File: config.mk
export PLATFORM = sky130hd
export DESIGN_NAME = gf180mcu_fd_sc_mcu9t5v0__chain_reader
export DESIGN_NICKNAME = d
export VERILOG_FILES = /design/src/rtl/gf180mcu_fd_sc_mcu9t5v0__chain_reader.sv
export SDC_FILE = /design/constraint.sdc
export NUM_CORES = 1
export LEC_CHECK = 0
export ABC_AREA = 1
export BUFFER_PORTS_ARGS = -buffer_cell sky130_fd_sc_hd__buf_2
export CAP_MARGIN = 20
export CORE_UTILIZATION = 46
export CTS_BUF_LIST = sky130_fd_sc_hd__clkbuf_4 sky130_fd_sc_hd__clkbuf_8
export DETAILED_ROUTE_END_ITERATION = 8
export GPL_TIMING_DRIVEN = 1
export PLACE_DENSITY = 0.69
export SLEW_MARGIN = 20
export SYNTH_ARGS = -nofsm -noshare
export SYNTH_HDL_FRONTEND = slang
export SYNTH_SLANG_ARGS = --single-unit
File: constraint.sdc
create_clock -name clk -period 3.7 [get_ports clk]
set_clock_uncertainty 0.15 [all_clocks]
set_input_delay 0.185 -clock clk [delete_from_list [all_inputs] [get_ports clk]]
set_output_delay 0.185 -clock clk [all_outputs]
set_load 0.1 [all_outputs]
File: src/rtl/gf180mcu_fd_sc_mcu9t5v0__chain_reader.sv
// Serial readback of a falling-edge flop bank: capture the parallel word, shift it out LSB-first over valid/ready.
// Optional trailing even-parity bit when GF180MCU_CHAIN_READER_PARITY_EN is defined.
module gf180mcu_fd_sc_mcu9t5v0__chain_reader #(
    parameter int WIDTH = 8
) (
    input  logic             clk,
    input  logic             rst,
    input  logic [WIDTH-1:0] d,
    input  logic             cap,
    input  logic             srdy,
    output logic             so,
    output logic             sov,
    output logic             busy,
    output logic             done
);

    localparam int CNT_W = $clog2(WIDTH + 1);

`ifdef GF180MCU_CHAIN_READER_PARITY_EN
    typedef enum logic [1:0] {
        IDLE  = 2'd0,
        SHIFT = 2'd1,
        FIN   = 2'd2,
        PAR   = 2'd3
    } state_t;
`else
    typedef enum logic [1:0] {
        IDLE  = 2'd0,
        SHIFT = 2'd1,
        FIN   = 2'd2
    } state_t;
`endif

    state_t             state_q;
    state_t             state_d;
    logic [WIDTH-1:0]   shreg_q;
    logic [CNT_W-1:0]   count_q;
    logic               capture;
    logic               xfer;
    logic               last_bit;

    assign capture  = (state_q == IDLE) && cap;
    assign xfer     = sov && srdy;
    assign last_bit = (count_q == CNT_W'(WIDTH - 1));

    // NOTE: sequential state uses non-blocking assignments so every register samples pre-edge values.
    always_ff @(posedge clk or posedge rst) begin
        if (rst) begin
            state_q <= IDLE;
        end else begin
            state_q <= state_d;
        end
    end

    // NOTE: every comb output gets a default first, so no path can infer a latch.
    always_comb begin
        state_d = state_q;
        case (state_q)
            IDLE:  if (cap) state_d = SHIFT;
`ifdef GF180MCU_CHAIN_READER_PARITY_EN
            SHIFT: if (srdy && last_bit) state_d = PAR;
            PAR:   if (srdy) state_d = FIN;
`else
            SHIFT: if (srdy && last_bit) state_d = FIN;
`endif
            FIN:   state_d = IDLE;
            default: state_d = IDLE;
        endcase
    end

    always_ff @(posedge clk or posedge rst) begin
        if (rst) begin
            shreg_q <= '0;
            count_q <= '0;
        end else if (capture) begin
            shreg_q <= d;
            count_q <= '0;
        end else if ((state_q == SHIFT) && srdy) begin
            shreg_q <= shreg_q >> 1;
            count_q <= count_q + CNT_W'(1);
        end
    end

`ifdef GF180MCU_CHAIN_READER_PARITY_EN
    logic parity_q;

    always_ff @(posedge clk or posedge rst) begin
        if (rst) begin
            parity_q <= 1'b0;
        end else if (capture) begin
            parity_q <= ^d;
        end
    end
`endif

    // Outputs decode only registered state, so nothing combinational reaches them from the inputs.
    always_comb begin
        so   = 1'b0;
        sov  = 1'b0;
        busy = 1'b0;
        done = 1'b0;
        case (state_q)
            SHIFT: begin
                so   = shreg_q[0];
                sov  = 1'b1;
                busy = 1'b1;
            end
`ifdef GF180MCU_CHAIN_READER_PARITY_EN
            PAR: begin
                so   = parity_q;
                sov  = 1'b1;
                busy = 1'b1;
            end
`endif
            FIN: begin
                busy = 1'b1;
                done = 1'b1;
            end
            default: ;
        endcase
    end

`ifndef SYNTHESIS
    a_done_not_valid : assert property (@(posedge clk) disable iff (rst) done |-> !sov);
    a_valid_is_busy  : assert property (@(posedge clk) disable iff (rst) sov |-> busy);
    a_xfer_in_range  : assert property (@(posedge clk) disable iff (rst)
                                        (xfer && state_q == SHIFT) |-> (count_q < CNT_W'(WIDTH)));
`endif

endmodule

**After elaboration in Yosys (flattened, before gate mapping)**

Index checks and enable logic that the tools add are counted.

- Bits in registers: 14
- Bits of input ports: 12

- $add $sub $neg: 1
- Equality and inequality tests: 5
- Muxes and demuxes: 11
- Reductions and logical operators: 7

Operators with widths:

| kind | number |
|---|---|
| $mux 8 | 2 |
| $mux 4 | 2 |
| $add 4x1->4 const B | 1 |
| $eq 4x3->1 const B | 1 |
| $mux 1 | 4 |
| $mux 2 | 2 |
| $ne 2x2->1 const B | 2 |
| $pmux 2 s2 | 1 |
| $logic_and 1x1->1 | 3 |
| $eq 2x1->1 const B | 1 |
| $eq 2x2->1 const B | 1 |
| $logic_not 2->1 | 1 |
| $reduce_and 2->1 | 1 |
| $reduce_bool 2->1 | 1 |
| $reduce_or 2->1 | 1 |

**Depth between registers and ports, before layout**

- Depth in word-level cells: 4
- Mapped depth: 7
- Mapped depth without buffers: 7

**Worst setup path after synthesis**

OpenSTA, ideal clock, no wires.

- Kind: register to output
- From: reg state_q[1]
- To: out so
- Data arrival time: 2.104 ns
- Data required time: 3.365 ns
- Path slack: 1.261 ns
- Stages on the path, launching flop included: 5
- Buffers on the path: 0
- Path through: dfrtp_1 -> inv_1 -> ha_1 -> nand2_1 -> inv_1

- Word-level cells in the longest chain between the ends: 2

RTL lines:

| what | RTL line | RTL |
|---|---|---|
| from (decl) | 34 | `state_t state_q;` |
| from (signal assigned) | 51 | `state_q <= state_d;` |
| $eq 2x1->1 | 102 | `case (state_q)` |
| $mux 1 | 102 |  |
| to (decl) | 11 | `output logic so,` |

No other way between the ends.

**Worst setup path after layout**

Ends and elaborated chain as after synthesis.

==> run metrics <==
die span in y about 42 um; Rel. slew slack about two thirds; H-tree depth 1; ANT nets after route 0; Reg2Reg Depth 6; peak supply drop just under 0.6 mV; Total Routing Usage GR 17.7%; Crit Path Max Fanout 8; Final Power about 0.00068 W; post-synthesis register bit count 14; CP endpoint kind output port; Via density between 4 and 5; die footprint 1730 um2; post-synth top area share about half; TritonCTS clock tree done; DRC errors left 0; num ports 16; maxcap violations 0; yosys warns 0; critical path class reg -> out; clock root cell clkbuf_4; Startpoint Class register; Final Instance Count excl. Fillers between 100 and 150; WL/cell 10.4 um; share of power burned in registers around 36%; Net Sw Frac a little under half; initial core utilization a little over half; Synth area leader dfrtp_1; power share of the combinational group around 48%; distinct cell type count after synthesis 13; Avg Cell Area, Syn 7.85 um2; final net count 138; most common cell after layout, fill and taps aside nand2_1; worst reg2reg setup slack 2.16 ns; area delta synth->final 30.5%; DP HPWL between 900 and 1000 um; Iter 0 DRT Violations 19; RSZ-0062 raised after global routing false; leakage 0.522 nW; Clk pwr share about 16%; Final Max Slew Viols 0; most frequent cells in the layout 40 x nand2_1, 15 x buf_2, 14 x dfrtp_1; Die Wd approximately 42 um; layout cells sized above 1 around a fifth; Mapped Cells between 90 and 100; Filler cells 116; TNS Setup 0 ns; largest net degree at the start of global routing 15; first-pass GRT wire length around 2300 um; Mapped Area just over 700 um2; transition time of the tightest slew-check pin 0.514 ns; sequential share of the synthesized area between 40% and 50%; Clock transition at path regs around 0.080 ns; required time at the worst-slack endpoint around 3.4 ns; Psw roughly 0.00032 W; Final Cycle Share 54.2%; Port Buffers 15; hold path depth 3; cts repair resizes 0; grt total ovfl 0; clk_lat worst skew between 0.2 and 0.3 ns; row count 13; run status completed; fin crit period about 2.0 ns; Post-Route WL 1410 um; final setup fails 0; # diodes 0; vias in the first global route 523; worst path arrival time roughly 1.7 ns; drt pass-1 iters 4; Clock Sinks 14; Num CTS Buffers 3; GP Congestion slightly above 0.7; dpl cells 122; Core ar. approximately 1400 um2; largest cells by area after synthesis dfrtp_1 49%, nand2_1 21%, ha_1 8.7%; Net Count, Synth ~110; Via Count approximately 640; Clock Tree Buf Depth 2; fmax 498 MHz; internal power between 0.0003 and 0.0004 W; HP Class in -> reg; Cell Pwr Density 721 nW/um2; initial antenna violation count 0; Hold Violations, Final 0
cells by family after synthesis:
group / count (synthesis) / share of synthesized area, %
AND/OR/NAND/NOR: 59 / 34.5
flip-flops: 14 / 48.5
buffers and inverters: 10 / 5.20
adder cells (fa/ha/maj): 5 / 8.67
AO/OA/AOI/OAI: 4 / 3.12
per-stage QoR:
step	setup WS [ns]	util [%]	hold WS, ns	instance area [um2]
after global routing	1.59	68.1	0.0908	942
final	1.69	68.1	0.0843	942
after global placement	2.05	59.0	0.0938	816
after CTS	1.68	68.1	0.0678	942
after floorplan	1.26	-	-0.0758	722
after detailed placement	2.01	59.0	0.101	816
worst paths after layout:
kind                                   startpoint                     end
hold / removal                               srdy  count_q[2]$_DFFE_PP0P_
min in group asynchronous                     rst  shreg_q[2]$_DFFE_PP0P_
setup / recovery           state_q[1]$_DFFE_PP0P_                      so
max in group asynchronous                     rst  count_q[3]$_DFFE_PP0P_
setup reg to reg           state_q[1]$_DFFE_PP0P_  shreg_q[1]$_DFFE_PP0P_
hold reg to reg            shreg_q[7]$_DFFE_PP0P_  shreg_q[7]$_DFFE_PP0P_
final cells by class:
cell class              instances  area, um2  share of cell area (%)
flip-flops and latches         14        350                    37.2
inverters                      10       37.5                    3.98
repair buffers                 24        165                    17.5
well taps                      15       18.8                    1.99
clock buffers                   4       36.3                    3.85
multi-input cells              68        334                    35.5
repair_timing:
action                                 4_1_cts  5_1_grt
hold buffers                                 9        0
endpoints found under the hold margin       22        0
setup buffers                                0        0
routing by layer:
metal	global-route usage [%]	wire [um]	vias to the layer above
met2	27.2	683	9
met5	0	0	-
met1	23.2	683	285
met4	9.68	12	0
li1	-	-	341
met3	3.91	29	2
sequential cells by signal (all words and copies together) (netlist names):
| signal | count |
|---|---|
| shreg_q | 8 |
| state_q | 2 |
| count_q | 4 |
worst max-delay path, cell delays in order (launching register included):
cell	delay, ns
dfrtp_1	0.39
inv_1	0.13
ha_1	0.34
nand2_1	0.08
inv_1	0.05
buf_2	0.41
cells in the mapped netlist:
cell type and count:
nand2_1 40, a21oi_1 2, a21boi_0 1, inv_2 2, dfrtp_1 14, nor2_2 1
nand2_2 1, ha_1 5, inv_1 8, o21ai_0 1, nor2_1 4, nor2_4 1
nand3_1 12
power groups by stage:
stage	clock network [W]	logic (W)	registers [W]
6_report	0.000109	0.000326	0.000244
3_5_place_dp	0	0.000318	0.000247
4_1_cts	0.000115	0.000328	0.000244
5_1_grt	0.000121	0.000357	0.000248
3_3_place_gp	0	0.000313	0.000245
2_1_floorplan	0	0.000273	0.000238
No activity file was read; power rests on OpenSTA's default activity.
